==> src/rtl/axi_write_packetizer.sv <==
// Converts an AXI4 write burst (AW + W) into one AXI-Stream packet: a routing
// header flit followed by one data flit per W beat, tlast derived from awlen.
module axi_write_packetizer #(
   parameter int unsigned DATA_WIDTH    = 32,
   parameter int unsigned ADDR_WIDTH    = 16,
   parameter int unsigned ID_WIDTH      = 4,
   parameter int unsigned MAX_ROUTERS_X = 4,
   parameter int unsigned MAX_ROUTERS_Y = 4,
   parameter int unsigned ROUTER_X      = 0,
   parameter int unsigned ROUTER_Y      = 0
) (
   input  logic                  clk_i,
   input  logic                  rst_i,

   input  logic                  awvalid_i,
   output logic                  awready_o,
   input  logic [ADDR_WIDTH-1:0] awaddr_i,
   input  logic [ID_WIDTH-1:0]   awid_i,
   input  logic [7:0]            awlen_i,

   input  logic                  wvalid_i,
   output logic                  wready_o,
   input  logic [DATA_WIDTH-1:0] wdata_i,
   input  logic                  wlast_i,

   output logic                  m_tvalid_o,
   input  logic                  m_tready_i,
   output logic [DATA_WIDTH-1:0] m_tdata_o,
   output logic                  m_tlast_o,
   output logic [ID_WIDTH-1:0]   m_tid_o,

   output logic                  len_err_o,
   output logic [15:0]           pkt_count_o
);

   localparam int unsigned X_W   = (MAX_ROUTERS_X > 1) ? $clog2(MAX_ROUTERS_X) : 1;
   localparam int unsigned Y_W   = (MAX_ROUTERS_Y > 1) ? $clog2(MAX_ROUTERS_Y) : 1;
   localparam int unsigned HDR_W = 2 * X_W + 2 * Y_W + ID_WIDTH + 8;

   localparam logic [1:0] StIdle   = 2'd0;
   localparam logic [1:0] StHeader = 2'd1;
   localparam logic [1:0] StData   = 2'd2;

   logic [1:0]            state_q, state_d;
   logic [DATA_WIDTH-1:0] hdr_q, hdr_next;
   logic [ID_WIDTH-1:0]   id_q;
   logic [7:0]            len_q;
   logic [7:0]            cnt_q;
   logic                  len_err_q;
   logic [15:0]           pkt_count_q;

   logic [X_W-1:0]        target_x;
   logic [Y_W-1:0]        target_y;
   logic [HDR_W-1:0]      hdr_fields;
   logic                  aw_hs;
   logic                  hdr_hs;
   logic                  data_hs;
   logic                  last_beat;
   logic                  unused_addr;

   assign target_x    = awaddr_i[ADDR_WIDTH-1 -: X_W];
   assign target_y    = awaddr_i[ADDR_WIDTH-1-X_W -: Y_W];
   assign unused_addr = ^awaddr_i[ADDR_WIDTH-1-X_W-Y_W:0];

   assign hdr_fields = {awlen_i, awid_i, Y_W'(ROUTER_Y), X_W'(ROUTER_X), target_y, target_x};

   always_comb begin
      hdr_next              = '0;
      hdr_next[HDR_W-1:0]   = hdr_fields;
   end

   assign last_beat = (cnt_q == len_q);
   assign aw_hs     = awvalid_i && awready_o;
   assign hdr_hs    = (state_q == StHeader) && m_tready_i;
   assign data_hs   = (state_q == StData) && wvalid_i && m_tready_i;

   always_comb begin
      state_d = state_q;
      case (state_q)
         StIdle:   if (aw_hs) state_d = StHeader;
         StHeader: if (hdr_hs) state_d = StData;
         StData:   if (data_hs && last_beat) state_d = StIdle;
         default:  state_d = StIdle;
      endcase
   end

   always_ff @(posedge clk_i) begin
      if (rst_i) begin
         state_q     <= StIdle;
         hdr_q       <= '0;
         id_q        <= '0;
         len_q       <= '0;
         cnt_q       <= '0;
         len_err_q   <= 1'b0;
         pkt_count_q <= '0;
      end else begin
         state_q <= state_d;
         if (aw_hs) begin
            hdr_q <= hdr_next;
            id_q  <= awid_i;
            len_q <= awlen_i;
         end
         // Wrap of cnt_q after the len=255 final beat is harmless: state leaves DATA.
         if (hdr_hs) begin
            cnt_q <= '0;
         end else if (data_hs) begin
            cnt_q <= cnt_q + 8'd1;
         end
         len_err_q <= data_hs && (wlast_i != last_beat);
         if (data_hs && last_beat) begin
            pkt_count_q <= pkt_count_q + 16'd1;
         end
      end
   end

   // Header comes from registers; data flits are a combinational W pass-through.
   always_comb begin
      awready_o  = (state_q == StIdle) && !rst_i;
      wready_o   = 1'b0;
      m_tvalid_o = 1'b0;
      m_tdata_o  = '0;
      m_tlast_o  = 1'b0;
      case (state_q)
         StHeader: begin
            m_tvalid_o = 1'b1;
            m_tdata_o  = hdr_q;
         end
         StData: begin
            m_tvalid_o = wvalid_i;
            wready_o   = m_tready_i;
            m_tdata_o  = wdata_i;
            m_tlast_o  = last_beat;
         end
         default: ;
      endcase
   end

   assign m_tid_o     = id_q;
   assign len_err_o   = len_err_q;
   assign pkt_count_o = pkt_count_q;

endmodule

==> config.mk <==
export PLATFORM = sky130hd
export DESIGN_NAME = axi_write_packetizer
export DESIGN_NICKNAME = d
export VERILOG_FILES = /design/src/rtl/axi_write_packetizer.sv
export SDC_FILE = /design/constraint.sdc
export NUM_CORES = 1
export LEC_CHECK = 0
export ABC_CLOCK_PERIOD_IN_PS = 2600
export CELL_PAD_IN_SITES_DETAIL_PLACEMENT = 2
export CELL_PAD_IN_SITES_GLOBAL_PLACEMENT = 2
export CORE_ASPECT_RATIO = 1.1
export CORE_MARGIN = 2
export CORE_UTILIZATION = 22
export DETAILED_ROUTE_END_ITERATION = 10
export GPL_ROUTABILITY_DRIVEN = 0
export PLACE_DENSITY_LB_ADDON = 0.1
export SYNTH_ARGS = -nofsm -noshare
export SYNTH_HDL_FRONTEND = slang
export SYNTH_SLANG_ARGS = --single-unit
export TNS_END_PERCENT = 30
==> constraint.sdc <==
create_clock -name clk_i -period 2.6 [get_ports clk_i]
set_input_delay 0.52 -clock clk_i [delete_from_list [all_inputs] [get_ports clk_i]]
set_output_delay 0.52 -clock clk_i [all_outputs]
set_load 0.1 [all_outputs]
==> results of run 1 <==
## state kept, by name, indices dropped and copies added, names as in the netlist
| signal | flops |
|---|---|
| pkt_count_o | 16 |
| state_q | 2 |
| cnt_q | 8 |
| len_err_o | 1 |
| len_q | 8 |
| hdr_q | 5 |
| m_tid_o | 3 |
## logic make-up after synthesis
logic type | Yosys count | share of synthesized area (%)
multiplexers | 4 | 1.83
AO/OA/AOI/OAI | 57 | 14.4
flip-flops | 43 | 34.1
XOR/XNOR | 19 | 6.88
buffers and inverters | 30 | 5.64
adder cells (fa/ha/maj) | 7 | 3.47
AND/OR/NAND/NOR | 145 | 33.8
## synthesized netlist by cell type (3+ instances only)
cell and instances:
dfxtp_1 43, nand2_1 31, o21ai_0 22, nand2b_1 20
and2_1 19, nor2b_1 19, a22oi_1 16, clkbuf_1 15
nor2_1 15, xnor2_1 14, a21oi_1 12, inv_1 9
ha_1 7, and3_1 6, nand4_1 6, nand3_1 5
buf_4 4, xor2_1 4, a21o_1 3, nand3_2 3
or3_1 3
## stage by stage
step	area [um2]	power, mW	utilization, %
after floorplan	2550	1.71	-
after global placement	4110	2.20	36.2
after detailed placement	4110	2.22	36.2
after CTS	4270	2.98	37.7
after global routing	4280	3.08	37.7
final	4280	2.92	37.7
## worst register-to-register path: stages, from the launching register on
cell and delay, ns:
dfxtp_1 0.34, inv_1 0.12, ha_1 0.34, and3_1 0.25
and3_4 0.23, and4_1 0.46, a21oi_1 0.13, o21ba_1 0.19
## path summary, 6_finish.rpt
kind | start | to | slack, ns | cells after the start
setup reg to reg | state_q[0]$_SDFFE_PP0P_ | pkt_count_o[6]$_SDFFE_PP0P_ | 0.44 | 7
hold reg to reg | hdr_q[1]$_SDFFE_PP0P_ | hdr_q[1]$_SDFFE_PP0P_ | 0.48 | 2
hold / removal | hdr_q[1]$_SDFFE_PP0P_ | hdr_q[1]$_SDFFE_PP0P_ | 0.48 | 2
setup / recovery | state_q[0]$_SDFFE_PP0P_ | m_tdata_o[10] | 0.16 | 4
## per-layer routing
layer / up-vias / track usage (%) / routed length [um]
met3: 6 / 5.08 / 694
li1: 1235 / - / -
met2: 70 / 25.6 / 4380
met5: - / 0 / 0
met1: 1217 / 15.7 / 3460
met4: 0 / 3.95 / 96
## power by group
group | leakage [nW] | internal, mW | switching [mW]
clock network | 0.0838 | 0.454 | 0.280
registers | 0.350 | 0.715 | 0.0545
logic | 1.13 | 0.536 | 0.884
## area by class of cell
class	count	area share, %
multi-input combinational	232	36.3
timing repair buffer	117	34.4
sequential	43	20.1
tap	150	4.39
clock buffer	5	2.92
clock inverter	3	1.02
inverter	9	0.789
## cell usage in the layout (no fill, tap or decap), types with 2 or more instances in the layout
master and count:
a21o_1 3, a21oi_1 12, a22oi_1 16, and2_1 19, and2_2 2, and3_1 6
and4_1 2, and4_4 2, buf_12 37, buf_4 27, clkbuf_16 5, clkdlybuf4s50_1 53
dfxtp_1 43, ha_1 7, inv_1 9, mux2i_1 2, nand2_1 31, nand2b_1 20
nand3_1 5, nand3_2 3, nand4_1 6, nand4b_1 2, nor2_1 15, nor2b_1 9
nor2b_2 10, nor3_2 3, o21ai_0 22, or3_1 3, xnor2_1 14, xor2_1 4
## timing repair
action                     CTS  global route
gates resized for setup      0             1
setup endpoints to repair    0             1
buffers inserted             0             0
==> run metrics, run 1 <==
CP max stage delay approximately 0.62 ns; Mapped Cells slightly above 300; area leader, netlist dfxtp_1; site row count 41; Hold Path Class flop to flop; number of flops mapped to enable cells by yosys 0; leakage about 1.6 nW; via density per instance ~4.5; layout cells sized above 1 24.4%; CTS Buf Count 5; worst hold slack 0.482 ns; placed insts 551; Slew HR 63.3%; total core area 11,300 um2; Total GRT Usage 14.1%; Area Overhead vs Synth 69.3%; Mapped Area around 2500 um2; CTS Root Cell clkbuf_16; area of the multi-input gates 1550 um2; largest net degree at the start of global routing 42; fmax about 0.41 GHz; Worst-Margin Slew 0.547 ns; Storage cell area about 860 um2; fin crit share a little over nine tenths; via count 2,528; Syn Area/Cell 8.29 um2; CP Cell Sequence inv_1 > ha_1 > nor2b_1 > buf_12; kind of critical path flop to output pin; DRT iter0 DRCs 70; Antenna Nets Post-Route 0; Worst Setup End Kind output pin; Longest Clk Path Bufs 2; gr ovfl total 0; Die Y ~120 um; Max VDD drop 0.250 mV; library cells used by synthesis 42; Die ar. about 12,000 um2; first-pass detailed-route iteration total 4; drt wl/cell 15.4 um; final hold vios 0; die width 106 um; CP Launch Type flop; min cycle time layout 2.44 ns; # setup viols final 0; max-slew violation count 0; PnR worst setup slack roughly 0.16 ns; Worst-Skew Late Latency 0.29 ns; crit-path leading delay family adder cells; fillers ~1,200; FFs w/ async S/R, synth 0%; worst clock skew about 0.0066 ns; Post-CTS Hold Fix Bufs 0; Detail Placement HPWL 6630 um; Top FF cell, synth dfxtp_1; unrepaired setup endpoints after global routing false; outcome finished, final reports clean; #FFs+latches synth 43; vias in the first global route approximately 2,700; Ant. Diodes 0; DRC violations left 0; register area share after synthesis 34.1%; Post-Route Setup TNS 0 ns; PwrDens 683 nW/um2; Synth warnings 0; CP max-delay cell ha_1; Area contributors post-synth dfxtp_1 (34%), nand2b_1 (5.0%), xnor2_1 (4.9%); initial antenna violation count 0; aggregate routed wire length 8630 um; CTS HTree Levels 2; I/O Buffers between 100 and 150; # Max-Cap Violations 0; pre-CTS setup slack about 0.23 ns; first-pass GRT wire length 13,700 um; CTS tree yes; Post-Synthesis Net Count ~380; Worst-path clk slew approximately 0.06 ns; Synth top area share 34.1%; Worst EP arrival 1.92 ns; final net count 481; CP Max Fanout 17; Finished Layout Cells 559; Worst Path Required 2.08 ns; Crit path buffers/inverters 2; clk sinks 43; num ports 123; Starting Density about 22%
Power figures use the tool's default switching activity.
==> run 2, diff against run 1 <==
--- a/config.mk
+++ b/config.mk
@@ -9,7 +9,6 @@
 export CELL_PAD_IN_SITES_DETAIL_PLACEMENT = 2
 export CELL_PAD_IN_SITES_GLOBAL_PLACEMENT = 2
 export CORE_ASPECT_RATIO = 1.1
-export CORE_MARGIN = 2
 export CORE_UTILIZATION = 22
 export DETAILED_ROUTE_END_ITERATION = 10
 export GPL_ROUTABILITY_DRIVEN = 0
==> run metrics, run 2 (synthesized netlist as in run 1, its figures left out) <==
# Max-Cap Violations 0; PwrDens 684 nW/um2; met1 WL between 3000 and 4000 um; fin crit share 93.1%; total core area 11,100 um2; R2R Path Start state_q[0]$_SDFFE_PP0P_; origin of the worst setup path state_q[0]$_SDFFE_PP0P_; placed insts 548; CTS Buf Count 5; I/O Buffers between 100 and 150; drt wl/cell 15.6 um; Slew HR approximately 67%; final net count 481; Detail Placement HPWL a little under 7000 um; pre-CTS setup slack 0.242 ns; via density per instance 4.52; Antenna Nets Post-Route 0; fmax 0.413 GHz; unrepaired setup endpoints after global routing false; CTS HTree Levels 2; via count between 2,000 and 3,000; Area Overhead vs Synth 68.7%; uppermost layer routed met4; Die Y 114 um; met3 routed WL about 560 um; Post-CTS Hold Fix Bufs 0; DRC violations left 0; PnR worst setup slack 0.179 ns; CTS tree yes; Worst Path Required 2.08 ns; R2R depth 7; Worst EP arrival around 1.9 ns; max reg flops 16; final hold vios 0; most frequent cells in the layout clkdlybuf4s50_1 (53), dfxtp_1 (43), buf_12 (36), nand2_1 (31), buf_4 (28); Worst-Margin Slew a little under 0.5 ns; Die ar. ~12,000 um2; aggregate routed wire length between 8000 and 9000 um; reg-to-reg endpoint pkt_count_o[6]$_SDFFE_PP0P_; Hold Path Class flop to flop; max-slew violation count 0; met2 WL between 4000 and 5000 um; clk sinks 43; Core Util, Final 38.5%; min cycle time layout 2.42 ns; Hold Crit Depth 2; Finished Layout Cells 556; gr ovfl total 0; Worst Setup End Kind output pin; first-pass GRT wire length between 10,000 and 15,000 um; Post-Route Setup TNS 0 ns; Storage cell area about 860 um2; site row count 40; # setup viols final 0; worst reg2reg setup slack ~0.65 ns; Total GRT Usage 14.8%; largest net degree at the start of global routing 42; vias in the first global route ~2,700; CP Max Fanout 17; hold_sp hdr_q[1]$_SDFFE_PP0P_; Worst-path clk slew ~0.070 ns; first-pass detailed-route iteration total 4; initial antenna violation count 0; CP Launch Type flop; leakage 1.57 nW; Starting Density 22.9%; kind of critical path flop to output pin; fillers roughly 1,200; Worst-Skew Late Latency 0.28 ns; DRT iter0 DRCs 66; CTS Root Cell clkbuf_16; most common cell after layout, fill and taps aside clkdlybuf4s50_1; num ports ~120; layout cells sized above 1 24.4%; hold-critical path endpoint hdr_q[1]$_SDFFE_PP0P_; die width 104 um; Ant. Diodes 0; outcome finished, final reports clean; area of the multi-input gates 1550 um2; worst clock skew 0.00685 ns; Max VDD drop 0.275 mV; Longest Clk Path Bufs 2
-- run 2: changes by cell type in the layout (fill, tap and decap cells not counted) --
cell / change
buf_4: +1
buf_12: -1
-- run 2: worst max-delay path by stage --
stage                                        to  slack (ns)  depth (start not counted)
finish                            m_tdata_o[17]        0.18                          4
global route                      m_tdata_o[17]        0.01                          4
CTS                                   m_tlast_o        0.07                          5
detailed placement  pkt_count_o[6]$_SDFFE_PP0P_        0.24                          6
global placement    pkt_count_o[6]$_SDFFE_PP0P_        0.29                          6
floorplan                         m_tdata_o[12]       -0.51                          6
-- run 2: critical path: stages, from the launching register on --
cell and delay, ns:
dfxtp_1 0.40, inv_1 0.10, ha_1 0.60, nor2b_1 0.30
buf_12 0.21
-- run 2: per-stage QoR --
step	area [um2]	hold slack, ns	total power, mW
global placement	4090	0.469	2.20
finish	4260	0.481	2.92
global route	4260	0.520	3.07
floorplan	2550	0.450	1.71
detailed placement	4090	0.471	2.22
CTS	4260	0.484	2.97
-- run 2: cell type report --
cell class,count,area share [%]
Multi-Input combinational cell,232,36.5
Timing Repair Buffer,117,34.3
Sequential cell,43,20.2
Tap cell,147,4.31
Clock buffer,5,2.94
Clock inverter,3,1.03
Inverter,9,0.792
-- run 2: routing by layer --
layer,up-vias,GRT usage (%)
met2,61,27.3
met3,4,4.67
met4,0,4.00
li1,1231,-
met1,1216,16.4
met5,-,0
-- run 2: repair_timing --
action / in CTS / in global routing
resized for setup: 0 / 1
setup buffers: 0 / 0
endpoints found under the setup margin: 0 / 1
-- run 2: report_power, final --
part           switching, mW  internal (mW)  leakage [nW]  total, mW
sequential            0.0560          0.715         0.350      0.771
clock                  0.272          0.453        0.0838      0.726
combinational          0.886          0.533          1.13       1.42
total                   1.21           1.70          1.57       2.92
